`src/rtl/ctrl_pkg.sv`:
```
// Shared control-bundle type, opcode constants and field encodings
// for the RV32I decode stage and its combinational decoder.
package ctrl_pkg;

  localparam int CTRL_W = 20;

  typedef struct packed {
    logic [2:0] imm_type;
    logic [3:0] alu_op;
    logic [2:0] branch_cond;
    logic       data_read_en;
    logic       data_write_en;
    logic [2:0] data_size;
    logic [1:0] mem_to_reg;
    logic       reg_write_en;
    logic       alu_b_src;
    logic       alu_a_src;
  } ctrl_t;

  localparam logic [6:0] OPC_OP_IMM = 7'b0010011;
  localparam logic [6:0] OPC_OP     = 7'b0110011;
  localparam logic [6:0] OPC_LOAD   = 7'b0000011;
  localparam logic [6:0] OPC_STORE  = 7'b0100011;
  localparam logic [6:0] OPC_BRANCH = 7'b1100011;
  localparam logic [6:0] OPC_JAL    = 7'b1101111;
  localparam logic [6:0] OPC_JALR   = 7'b1100111;
  localparam logic [6:0] OPC_LUI    = 7'b0110111;
  localparam logic [6:0] OPC_AUIPC  = 7'b0010111;

  localparam logic [2:0] IMM_R = 3'd0;
  localparam logic [2:0] IMM_I = 3'd1;
  localparam logic [2:0] IMM_S = 3'd2;
  localparam logic [2:0] IMM_B = 3'd3;
  localparam logic [2:0] IMM_J = 3'd4;
  localparam logic [2:0] IMM_U = 3'd5;

  localparam logic [1:0] M2R_ALU = 2'b00;
  localparam logic [1:0] M2R_MEM = 2'b01;
  localparam logic [1:0] M2R_PC4 = 2'b10;

  localparam logic [2:0] BC_NONE = 3'b010;
  localparam logic [2:0] BC_JUMP = 3'b011;

  localparam logic [6:0] F7_BASE = 7'b0000000;
  localparam logic [6:0] F7_ALT  = 7'b0100000;

  localparam logic [3:0] ALU_LUI = 4'b1001;

endpackage

```
`src/rtl/ctrl_decode_comb.sv`:
```
// Combinational RV32I decoder: instr -> ctrl_t, sign-extended imm, illegal.
// Ports: i_instr (32), o_ctrl (ctrl_t), o_imm (XLEN), o_illegal.
module ctrl_decode_comb
  import ctrl_pkg::*;
#(
  parameter int XLEN = 32
) (
  input  logic [31:0]     i_instr,
  output ctrl_t           o_ctrl,
  output logic [XLEN-1:0] o_imm,
  output logic            o_illegal
);

  logic [6:0]  w_op;
  logic [2:0]  w_f3;
  logic [6:0]  w_f7;
  logic [31:0] w_imm32;
  logic        w_ill;
  ctrl_t       w_c;

  assign w_op = i_instr[6:0];
  assign w_f3 = i_instr[14:12];
  assign w_f7 = i_instr[31:25];

  always_comb begin
    w_c = '0;
    w_c.branch_cond = BC_NONE;
    w_ill = 1'b0;
    unique case (1'b1)
      (w_op == OPC_OP_IMM): begin
        w_c.imm_type = IMM_I;
        w_c.alu_b_src = 1'b1;
        w_c.reg_write_en = 1'b1;
        // only shifts use funct7; ADDI with imm[10]=1 stays ADD
        w_c.alu_op = (w_f3 == 3'b101) ? {w_f7[5], w_f3}
                                      : {1'b0, w_f3};
        w_ill = ((w_f3 == 3'b001) && (w_f7 != F7_BASE)) ||
                ((w_f3 == 3'b101) && (w_f7 != F7_BASE) &&
                 (w_f7 != F7_ALT));
      end
      (w_op == OPC_OP): begin
        w_c.imm_type = IMM_R;
        w_c.reg_write_en = 1'b1;
        w_c.alu_op = {w_f7[5], w_f3};
        w_ill = ((w_f7 != F7_BASE) && (w_f7 != F7_ALT)) ||
                ((w_f7 == F7_ALT) && (w_f3 != 3'b000) &&
                 (w_f3 != 3'b101));
      end
      (w_op == OPC_LOAD): begin
        w_c.imm_type = IMM_I;
        w_c.alu_b_src = 1'b1;
        w_c.reg_write_en = 1'b1;
        w_c.mem_to_reg = M2R_MEM;
        w_c.data_read_en = 1'b1;
        w_c.data_size = w_f3;
        w_ill = (w_f3 == 3'b011) || (w_f3 == 3'b110) ||
                (w_f3 == 3'b111);
      end
      (w_op == OPC_STORE): begin
        w_c.imm_type = IMM_S;
        w_c.alu_b_src = 1'b1;
        w_c.data_write_en = 1'b1;
        w_c.data_size = w_f3;
        w_ill = (w_f3 >= 3'b011);
      end
      (w_op == OPC_BRANCH): begin
        w_c.imm_type = IMM_B;
        w_c.alu_a_src = 1'b1;
        w_c.alu_b_src = 1'b1;
        w_c.branch_cond = w_f3;
        w_ill = (w_f3 == 3'b010) || (w_f3 == 3'b011);
      end
      (w_op == OPC_JAL): begin
        w_c.imm_type = IMM_J;
        w_c.alu_a_src = 1'b1;
        w_c.alu_b_src = 1'b1;
        w_c.reg_write_en = 1'b1;
        w_c.mem_to_reg = M2R_PC4;
        w_c.branch_cond = BC_JUMP;
      end
      (w_op == OPC_JALR): begin
        w_c.imm_type = IMM_I;
        w_c.alu_b_src = 1'b1;
        w_c.reg_write_en = 1'b1;
        w_c.mem_to_reg = M2R_PC4;
        w_c.branch_cond = BC_JUMP;
        w_ill = (w_f3 != 3'b000);
      end
      (w_op == OPC_LUI): begin
        w_c.imm_type = IMM_U;
        w_c.alu_op = ALU_LUI;
        w_c.alu_b_src = 1'b1;
        w_c.reg_write_en = 1'b1;
      end
      (w_op == OPC_AUIPC): begin
        w_c.imm_type = IMM_U;
        w_c.alu_a_src = 1'b1;
        w_c.alu_b_src = 1'b1;
        w_c.reg_write_en = 1'b1;
      end
      default: w_ill = 1'b1;
    endcase
    // illegal bundles must have no architectural side effect
    if (w_ill) begin
      w_c.reg_write_en = 1'b0;
      w_c.data_read_en = 1'b0;
      w_c.data_write_en = 1'b0;
      w_c.branch_cond = BC_NONE;
    end
  end

  always_comb begin
    unique case (w_c.imm_type)
      IMM_I: w_imm32 = {{20{i_instr[31]}}, i_instr[31:20]};
      IMM_S: w_imm32 = {{20{i_instr[31]}}, i_instr[31:25],
                        i_instr[11:7]};
      IMM_B: w_imm32 = {{19{i_instr[31]}}, i_instr[31], i_instr[7],
                        i_instr[30:25], i_instr[11:8], 1'b0};
      IMM_J: w_imm32 = {{11{i_instr[31]}}, i_instr[31],
                        i_instr[19:12], i_instr[20],
                        i_instr[30:21], 1'b0};
      IMM_U: w_imm32 = {i_instr[31:12], 12'b0};
      default: w_imm32 = '0;
    endcase
  end

  always_comb begin
    o_imm = {XLEN{w_imm32[31]}};
    o_imm[31:0] = w_imm32;
  end

  assign o_ctrl = w_c;
  assign o_illegal = w_ill;

endmodule

```
`src/rtl/ctrl_decode_stage.sv`:
```
// Decode pipeline stage: decodes, then buffers in an output reg + optional skid.
// Ports: in_* valid/ready upstream, out_* bundle downstream, flush, illegal_count.
module ctrl_decode_stage
  import ctrl_pkg::*;
#(
  parameter int XLEN  = 32,
  parameter int SKID  = 1,
  parameter int CNT_W = 8
) (
  input  logic             clk,
  input  logic             rst,
  input  logic             flush,
  input  logic             in_valid,
  output logic             in_ready,
  input  logic [31:0]      in_instr,
  input  logic [XLEN-1:0]  in_pc,
  output logic             out_valid,
  input  logic             out_ready,
  output logic [19:0]      out_ctrl,
  output logic [XLEN-1:0]  out_imm,
  output logic [XLEN-1:0]  out_pc,
  output logic [14:0]      out_regs,
  output logic             out_illegal,
  output logic [CNT_W-1:0] illegal_count
);

  localparam int BW = CTRL_W + 2 * XLEN + 16;

  ctrl_t            w_ctrl;
  logic [XLEN-1:0]  w_imm;
  logic             w_illegal;
  logic [BW-1:0]    w_in_data;
  logic             w_acc;
  logic             w_free;
  logic             r_out_valid;
  logic             r_skid_valid;
  logic [BW-1:0]    r_out_data;
  logic [BW-1:0]    r_skid_data;
  logic [CNT_W-1:0] r_cnt;

  ctrl_decode_comb #(.XLEN(XLEN)) u_dec (
    .i_instr  (in_instr),
    .o_ctrl   (w_ctrl),
    .o_imm    (w_imm),
    .o_illegal(w_illegal)
  );

  assign w_in_data = {w_ctrl, w_imm, in_pc, in_instr[11:7],
                      in_instr[19:15], in_instr[24:20], w_illegal};

  assign in_ready = (SKID != 0) ? !r_skid_valid
                                : (!r_out_valid || out_ready);
  assign w_acc  = in_valid && in_ready && !flush;
  assign w_free = !r_out_valid || out_ready;

  always_ff @(posedge clk or posedge rst) begin
    if (rst) begin
      r_out_valid  <= 1'b0;
      r_skid_valid <= 1'b0;
      r_out_data   <= '0;
      r_skid_data  <= '0;
    end else if (flush) begin
      r_out_valid  <= 1'b0;
      r_skid_valid <= 1'b0;
    end else if (w_free) begin
      // skid full implies in_ready=0, so no accept competes here
      if (r_skid_valid) begin
        r_out_valid  <= 1'b1;
        r_out_data   <= r_skid_data;
        r_skid_valid <= 1'b0;
      end else begin
        r_out_valid <= w_acc;
        if (w_acc) r_out_data <= w_in_data;
      end
    end else if (w_acc) begin
      r_skid_valid <= 1'b1;
      r_skid_data  <= w_in_data;
    end
  end

  always_ff @(posedge clk or posedge rst) begin
    if (rst) begin
      r_cnt <= '0;
    end else if (w_acc && w_illegal && (r_cnt != '1)) begin
      r_cnt <= r_cnt + CNT_W'(1);
    end
  end

  assign out_valid = r_out_valid;
  assign {out_ctrl, out_imm, out_pc, out_regs, out_illegal} = r_out_data;
  assign illegal_count = r_cnt;

endmodule

```
`config.mk`:
```
export PLATFORM = sky130hd
export DESIGN_NAME = ctrl_decode_stage
export DESIGN_NICKNAME = d
export VERILOG_FILES = /design/src/rtl/ctrl_pkg.sv /design/src/rtl/ctrl_decode_comb.sv /design/src/rtl/ctrl_decode_stage.sv
export SDC_FILE = /design/constraint.sdc
export NUM_CORES = 1
export LEC_CHECK = 0
export BUFFER_PORTS_ARGS = -buffer_cell sky130_fd_sc_hd__buf_4
export CAP_MARGIN = 20
export CELL_PAD_IN_SITES_DETAIL_PLACEMENT = 0
export CELL_PAD_IN_SITES_GLOBAL_PLACEMENT = 1
export CORE_MARGIN = 8
export CORE_UTILIZATION = 30
export CTS_BUF_LIST = sky130_fd_sc_hd__clkbuf_16
export DETAILED_ROUTE_END_ITERATION = 8
export PLACE_DENSITY_LB_ADDON = 0.1
export REMOVE_ABC_BUFFERS = 1
export SLEW_MARGIN = 20
export SYNTH_ARGS = -nofsm -noshare
export SYNTH_HDL_FRONTEND = slang
export SYNTH_SLANG_ARGS = --single-unit
```
`constraint.sdc`:
```
create_clock -name clk -period 7.1 [get_ports clk]
set_clock_uncertainty 0.2 [all_clocks]
set_input_delay 0.355 -clock clk [delete_from_list [all_inputs] [get_ports clk]]
set_output_delay 0.355 -clock clk [all_outputs]
set_load 0.01 [all_outputs]
```
==> results.toml, run 1 <==
[clocking]
cts_buffer_depth = 3
cts_inserted_buffers = 26
cts_max_level = 1
insertion_delay_ns = 0.52
clk_pin_slew_ns = 0.06
post_cts_buffers = 0
cts.sinks = 210
cts_tree = "built"
root_buffer = "clkbuf_16"

[yosys]
synth-warning-count = 0
yosys_register_bits = 210
synth_edf_count = 0
async_flop_share_pct = 100
avgSynthCellArea_sq_um = 9.35
syn_inst = 995
synthFlopType = "dfrtp_1"
synth-seq-area-share_pct = 56.5
synthDistinctLibCells = 51
synth_area_sq_um = 9310

[routing]
first_pass_iters = 5
drt_iter0_markers = 325
vias_per_cell = 4.67
vias = 7531
route.detailed.drc = 0
wirelength_um = 27800
antenna_left = 0
wl_per_cell_um = 17.2

[pwr]
totalPowerFinal_mw = 3.21
max-vdd-ir-drop_mv = 0.179
powerDensity_nw_per_um2 = 261
power.leakage_nw = 5.79

[sta]
slew_violations = 0
period_needed_ns = 3.99
finalCritPeriodShare_pct = 56.2
finalSetupTns_ns = 0
grt_setup_unrepaired = "false"
setup_viol = 0
finalHoldViolCount = 0
worst-slew-pin-transition_ns = 1.05
fmax_ghz = 0.251
slew-limit-headroom_pct = 30.3

[grt]
grt_first_pass_wirelength_um = 44300
met2_usage_pct = 23.6
grt-ovfl-total = 0
grtUsageMet1_pct = 21.0
grt_usage_pct = 14.9
grt_use_met3_pct = 2.74
grt_max_degree = 97
top_usage_layer = "met2"
antenna_found_initial = 0
grt_pass1_vias = 7703

[floorplanning]
dieArea_sq_um = 36900
num_rows = 64
die_h_um = 192
core_area_sq_um = 30600
start_util_pct = 30.4
ios = 179
die_w_um = 192

[setup_path]
critPathMaxStageDelay_ns = 0.98
crit_type = "reg -> reg"
path_cells = "nor2_1 -> nor3_2 -> buf_4 -> nand2_1 -> a21oi_1 -> a21oi_1"
path_buf_inv = 1
cp-start-kind = "register"
cpLargestDelayFamily = "compound AO/OA/AOI/OAI gates"
cp_max_fo = 68
crit_arrival_ns = 4.14
required_ns = 7.25
cp_slowest_cell = "a21oi_1"
endpoint_kind = "register"
path_common_cell = "a21oi_1"

[layout]
final_cell_mix = "297 x nand2_1, 209 x dfrtp_1, 184 x buf_4"
layout_commonest_cell = "nand2_1"
fin_nets = 1269
drive_above_1_share_pct = 20.0
syn2layout_area_growth_pct = 32.5
n_antenna_cell = 0

[min_path]
hp-class = "in -> reg"

[status]
status = "finished, final reports clean"

[placed_design]
hpwl_um = 17600
port_buffers = 178
gp_congestion = 0.732

[run]
cap_violations = 0
==> stage by stage <==
stage	utilization [%]	cell area [sq um]	setup slack, ns	instances	hold WS, ns
after floorplan	-	9010	-0.167	925	0.218
after global placement	35.7	10900	3.12	1505	0.251
after detailed placement	35.7	10900	3.00	1505	0.255
after CTS	40.3	12300	2.96	1614	0.0298
after global routing	40.3	12300	2.73	1614	0.0791
final	40.3	12300	3.11	1614	0.0578
==> cell usage after synthesis (3+ instances only) <==
| master | count | area [sq um] |
|---|---|---|
| a22oi_1 | 5 | 37.5 |
| clkbuf_1 | 51 | 191 |
| buf_2 | 9 | 45.0 |
| nand3b_1 | 6 | 45.0 |
| o21ai_0 | 118 | 591 |
| nor2_1 | 31 | 116 |
| nor3_2 | 5 | 50.1 |
| nand3_1 | 13 | 65.1 |
| nor3_1 | 5 | 25.0 |
| a21oi_1 | 59 | 295 |
| nand4b_1 | 3 | 26.3 |
| buf_1 | 7 | 26.3 |
| xor2_1 | 7 | 61.3 |
| dfrtp_1 | 210 | 5260 |
| mux2_2 | 5 | 56.3 |
| nor2b_1 | 4 | 25.0 |
| nor4_1 | 3 | 18.8 |
| or3_1 | 14 | 87.6 |
| o211ai_1 | 11 | 82.6 |
| inv_1 | 6 | 22.5 |
| a31oi_1 | 6 | 37.5 |
| nand2_1 | 298 | 1120 |
| o21ai_1 | 9 | 45.0 |
| and2_1 | 6 | 37.5 |
| mux2i_1 | 48 | 480 |
| and3_1 | 16 | 100 |
| o21a_1 | 9 | 67.6 |
==> registers in the layout, summed over array words and instances (netlist names) <==
register	count
illegal_count	8
out_valid	1
r_out_data	100
r_skid_data	100
r_skid_valid	1
==> path summary, 6_finish.rpt <==
kind | cells past startpoint | slack (ns) | endpoint | from
setup / recovery | 6 | 3.11 | r_out_data[73] | r_skid_valid
hold / removal | 4 | 0.06 | r_skid_data[92] | in_instr[2]
setup reg to reg | 6 | 3.11 | r_out_data[73] | r_skid_valid
hold reg to reg | 2 | 0.26 | r_skid_data[85] | r_skid_data[85]
max in group asynchronous | 4 | 5.07 | r_skid_valid | rst
min in group asynchronous | 3 | 0.26 | r_out_data[38] | rst
==> cells by family (layout without fill, tap and decap cells) <==
logic type,after synthesis,count (layout),share of synthesized area (%)
simple gates,417,417,19.6
compound gates,229,229,13.8
flops,210,210,56.5
buf+inv,77,300,3.43
mux,54,54,5.93
xor+xnor,7,7,0.659
fa+ha+maj,1,1,0.134
==> worst register-to-register path, delay by kind of cell (launching register included) <==
kind	cells	cell delay (ns)
AND/OR/NAND/NOR	3	0.97
flip-flops	1	0.96
buffers and inverters	1	0.55
AO/OA/AOI/OAI	2	1.16
==> power by group <==
part / total (mW) / internal [mW] / switching [mW]
Sequential: 1.47 / 1.37 / 0.106
Combinational: 0.514 / 0.249 / 0.265
Clock: 1.23 / 0.717 / 0.510
Total: 3.21 / 2.33 / 0.880
==> per-layer routing <==
layer,part of all wire (%),up-vias
met1,48,3581
met5,0,-
met3,5.5,26
met2,45,150
met4,1.3,0
li1,-,3774
==> cell type report <==
| cell class | count | area, sq um |
|---|---|---|
| clock buffers | 27 | 676 |
| clock inverters | 20 | 111 |
| fillers | 3157 | 18300 |
| inverters | 7 | 33.8 |
| multi-input cells | 708 | 3750 |
| flip-flops and latches | 210 | 5260 |
| well taps | 396 | 495 |
| repair buffers | 246 | 2000 |
==> what timing repair did <==
action / CTS / global route
hold endpoints to repair: 239 / 0
gates resized for setup: 0 / 0
hold buffers: 62 / 0
No activity file was read; power rests on OpenSTA's default activity.
==> run 2: changes to the inputs <==
Settings changed: ABC_AREA set to 1.
Clock period 7.1 ns to 3.25 ns, I/O delays scaled along.
==> run 2 against run 1 <==
  * Register-to-register slack worse by 2.3 ns
  * Largest power group unchanged
  * Critical endpoint is now r_skid_data[95]
  * Die area is 4.2% higher
  * Fmax is 63% higher
  * Largest cell class unchanged
==> results.toml, run 2 <==
[status]
status = "finished, final reports clean"

[floorplanning]
start_util_pct = 30.2
dieArea_sq_um = 38500
die_h_um = 196
die_w_um = 196
ios = 179
num_rows = 66
core_area_sq_um = 32200

[sta]
fmax_ghz = 0.408
finalHoldViolCount = 0
slew-limit-headroom_pct = 39.1
grt_setup_unrepaired = "false"
finalSetupTns_ns = 0
layout_setup_ws_ns = 0.800
setup_viol = 0
worst-slew-pin-transition_ns = 0.910
period_needed_ns = 2.45
slew_violations = 0
finalCritPeriodShare_pct = 75.4

[layout]
syn2layout_area_growth_pct = 32.5
n_antenna_cell = 0
drive_above_1_share_pct = 17.3
fin_nets = 1486
fillers = 3384
layout_commonest_cell = "nand2_1"
final_util_pct = 40.0
final_cell_mix = "339 x nand2_1, 210 x dfrtp_1, 207 x o21ai_0"

[yosys]
synth_top_family_by_area = "simple AND/OR/NAND/NOR gates"
synthSimpleGateAreaFrac_pct = 22.3
synth_commonest_cells = "340 x nand2_1, 210 x dfrtp_1, 207 x o21ai_0"
synth_top_area_share_pct = 54.0
synth.area.mux_share_pct = 0
async_flop_share_pct = 100
synthFlopType = "dfrtp_1"
synthDistinctLibCells = 40
synth-seq-area-share_pct = 54.0
synth-warning-count = 0
synth_adder_area_share_pct = 0.129
yosysMostFrequentCell = "nand2_1"
yosys_register_bits = 210
syn_inst = 1201
synth_top_area_cell = "dfrtp_1"
synth_compound_area_share_pct = 16.6
synth_area_sq_um = 9730
synth_edf_count = 0
synth-xor-area-share_pct = 0.540
synthTopCellsByArea = "dfrtp_1 54%, nand2_1 13%, o21ai_0 11%"
avgSynthCellArea_sq_um = 8.11

[setup_path]
cp-start-kind = "register"
path_cells = "inv_4 -> nand3_1 -> nor2_4 -> buf_4 -> nand3_1 -> dlygate4sd3_1 -> nand2_1"
crit_arrival_ns = 2.71
endpoint_kind = "register"
required_ns = 3.51
cp_max_fo = 71
reg2reg_setup_slack_ns = 0.80
r2r_cells = 7
crit_type = "reg -> reg"
path_common_cell = "nand3_1"
cp_slowest_cell = "buf_4"
critPathMaxStageDelay_ns = 0.62

[run]
cap_violations = 0

[placed_design]
gp_congestion = 0.800
dp_slack_ns = 0.886
port_buffers = 178
hpwl_um = 19000

[clocking]
root_buffer = "clkbuf_16"
post_cts_buffers = 0
cts_buffer_depth = 3
cts.sinks = 210
cts_tree = "built"
cts_resized = 0
cts_inserted_buffers = 27
insertion_delay_ns = 0.53
cts_max_level = 1
cts_hold_buf = 70
clk_pin_slew_ns = 0.06

[pwr]
powerDensity_nw_per_um2 = 561
power.leakage_nw = 6.65
max-vdd-ir-drop_mv = 0.358

[routing]
wl_per_cell_um = 16.8
vias = 8600
antenna_left = 0
route.detailed.drc = 0
vias_per_cell = 4.67
wirelength_um = 31000
first_pass_iters = 5
drt_iter0_markers = 523

[grt]
grt-ovfl-total = 0
grt_first_pass_wirelength_um = 50000
grt_usage_pct = 16.0
grt_pass1_vias = 8670
grt_max_degree = 169
antenna_found_initial = 0

[min_path]
holdPathStages = 4
hp-class = "in -> reg"
## run 2: cell types whose count changed after synthesis, sizes merged, moves of 8 or more
cell / previous run / this run
inv: 7 / 86
o21a: 9 / 0
and3: 16 / 0
o211ai: 11 / 1
nand3: 13 / 35
nor2: 32 / 117
nand2: 299 / 346
o21ai: 127 / 223
a31oi: 6 / 28
a21oi: 60 / 26
o31ai: 0 / 8
or3: 14 / 0
mux2i: 48 / 0
## run 2: worst paths after layout
check | from | endpoint
setup / recovery | r_skid_valid | r_skid_data[95]
hold / removal | in_instr[2] | r_skid_data[98]
setup reg to reg | r_skid_valid | r_skid_data[95]
hold reg to reg | r_skid_data[94] | r_skid_data[94]
max in group asynchronous | rst | r_out_data[44]
min in group asynchronous | rst | r_out_data[35]
## run 2: cells by family after synthesis
group           Yosys count
simple gates            524
compound gates          301
fa+ha+maj                 1
buf+inv                 159
xor+xnor                  6
flops                   210
## run 2: metrics by stage
| stage | cells | instance area, sq um | total power [mW] | hold WS (ns) |
|---|---|---|---|---|
| floorplan | 1128 | 9430 | 3.97 | 0.100 |
| global placement | 1725 | 11400 | 4.54 | 0.116 |
| detailed placement | 1725 | 11400 | 4.56 | 0.119 |
| CTS | 1840 | 12900 | 7.37 | 0.00157 |
| global route | 1840 | 12900 | 7.67 | 0.0487 |
| finish | 1840 | 12900 | 7.23 | 0.0319 |
## run 2: power breakdown
group | switching, mW | internal (mW) | leakage [nW] | total (mW)
Sequential | 0.253 | 3.06 | 2.70 | 3.32
Clock | 1.12 | 1.56 | 0.416 | 2.67
Combinational | 0.655 | 0.585 | 3.53 | 1.24
Total | 2.03 | 5.21 | 6.65 | 7.23
## run 2: layout make-up
| type | count | area, sq um | area share, % |
|---|---|---|---|
| Clock buffer | 27 | 676 | 5.24 |
| Clock inverter | 18 | 96.3 | 0.747 |
| Inverter | 86 | 335 | 2.60 |
| Multi-Input combinational cell | 832 | 3870 | 30.0 |
| Sequential cell | 210 | 5260 | 40.7 |
| Tap cell | 408 | 510 | 3.96 |
| Timing Repair Buffer | 259 | 2160 | 16.7 |
## run 2: worst max-delay path: cells and delay by family (launching register included)
kind                   cells  cell delay, ns
buffers and inverters      3            1.29
and+or+nand+nor            4            0.46
DFF                        1            0.41
## run 2: per-layer routing
| metal | part of all wire (%) | vias up | track usage [%] |
|---|---|---|---|
| met2 | 45 | 201 | 25.3 |
| met4 | 1.1 | 0 | 2.70 |
| met1 | 49 | 4031 | 22.7 |
| met5 | 0 | - | 0 |
| li1 | - | 4341 | - |
| met3 | 5.2 | 27 | 3.05 |
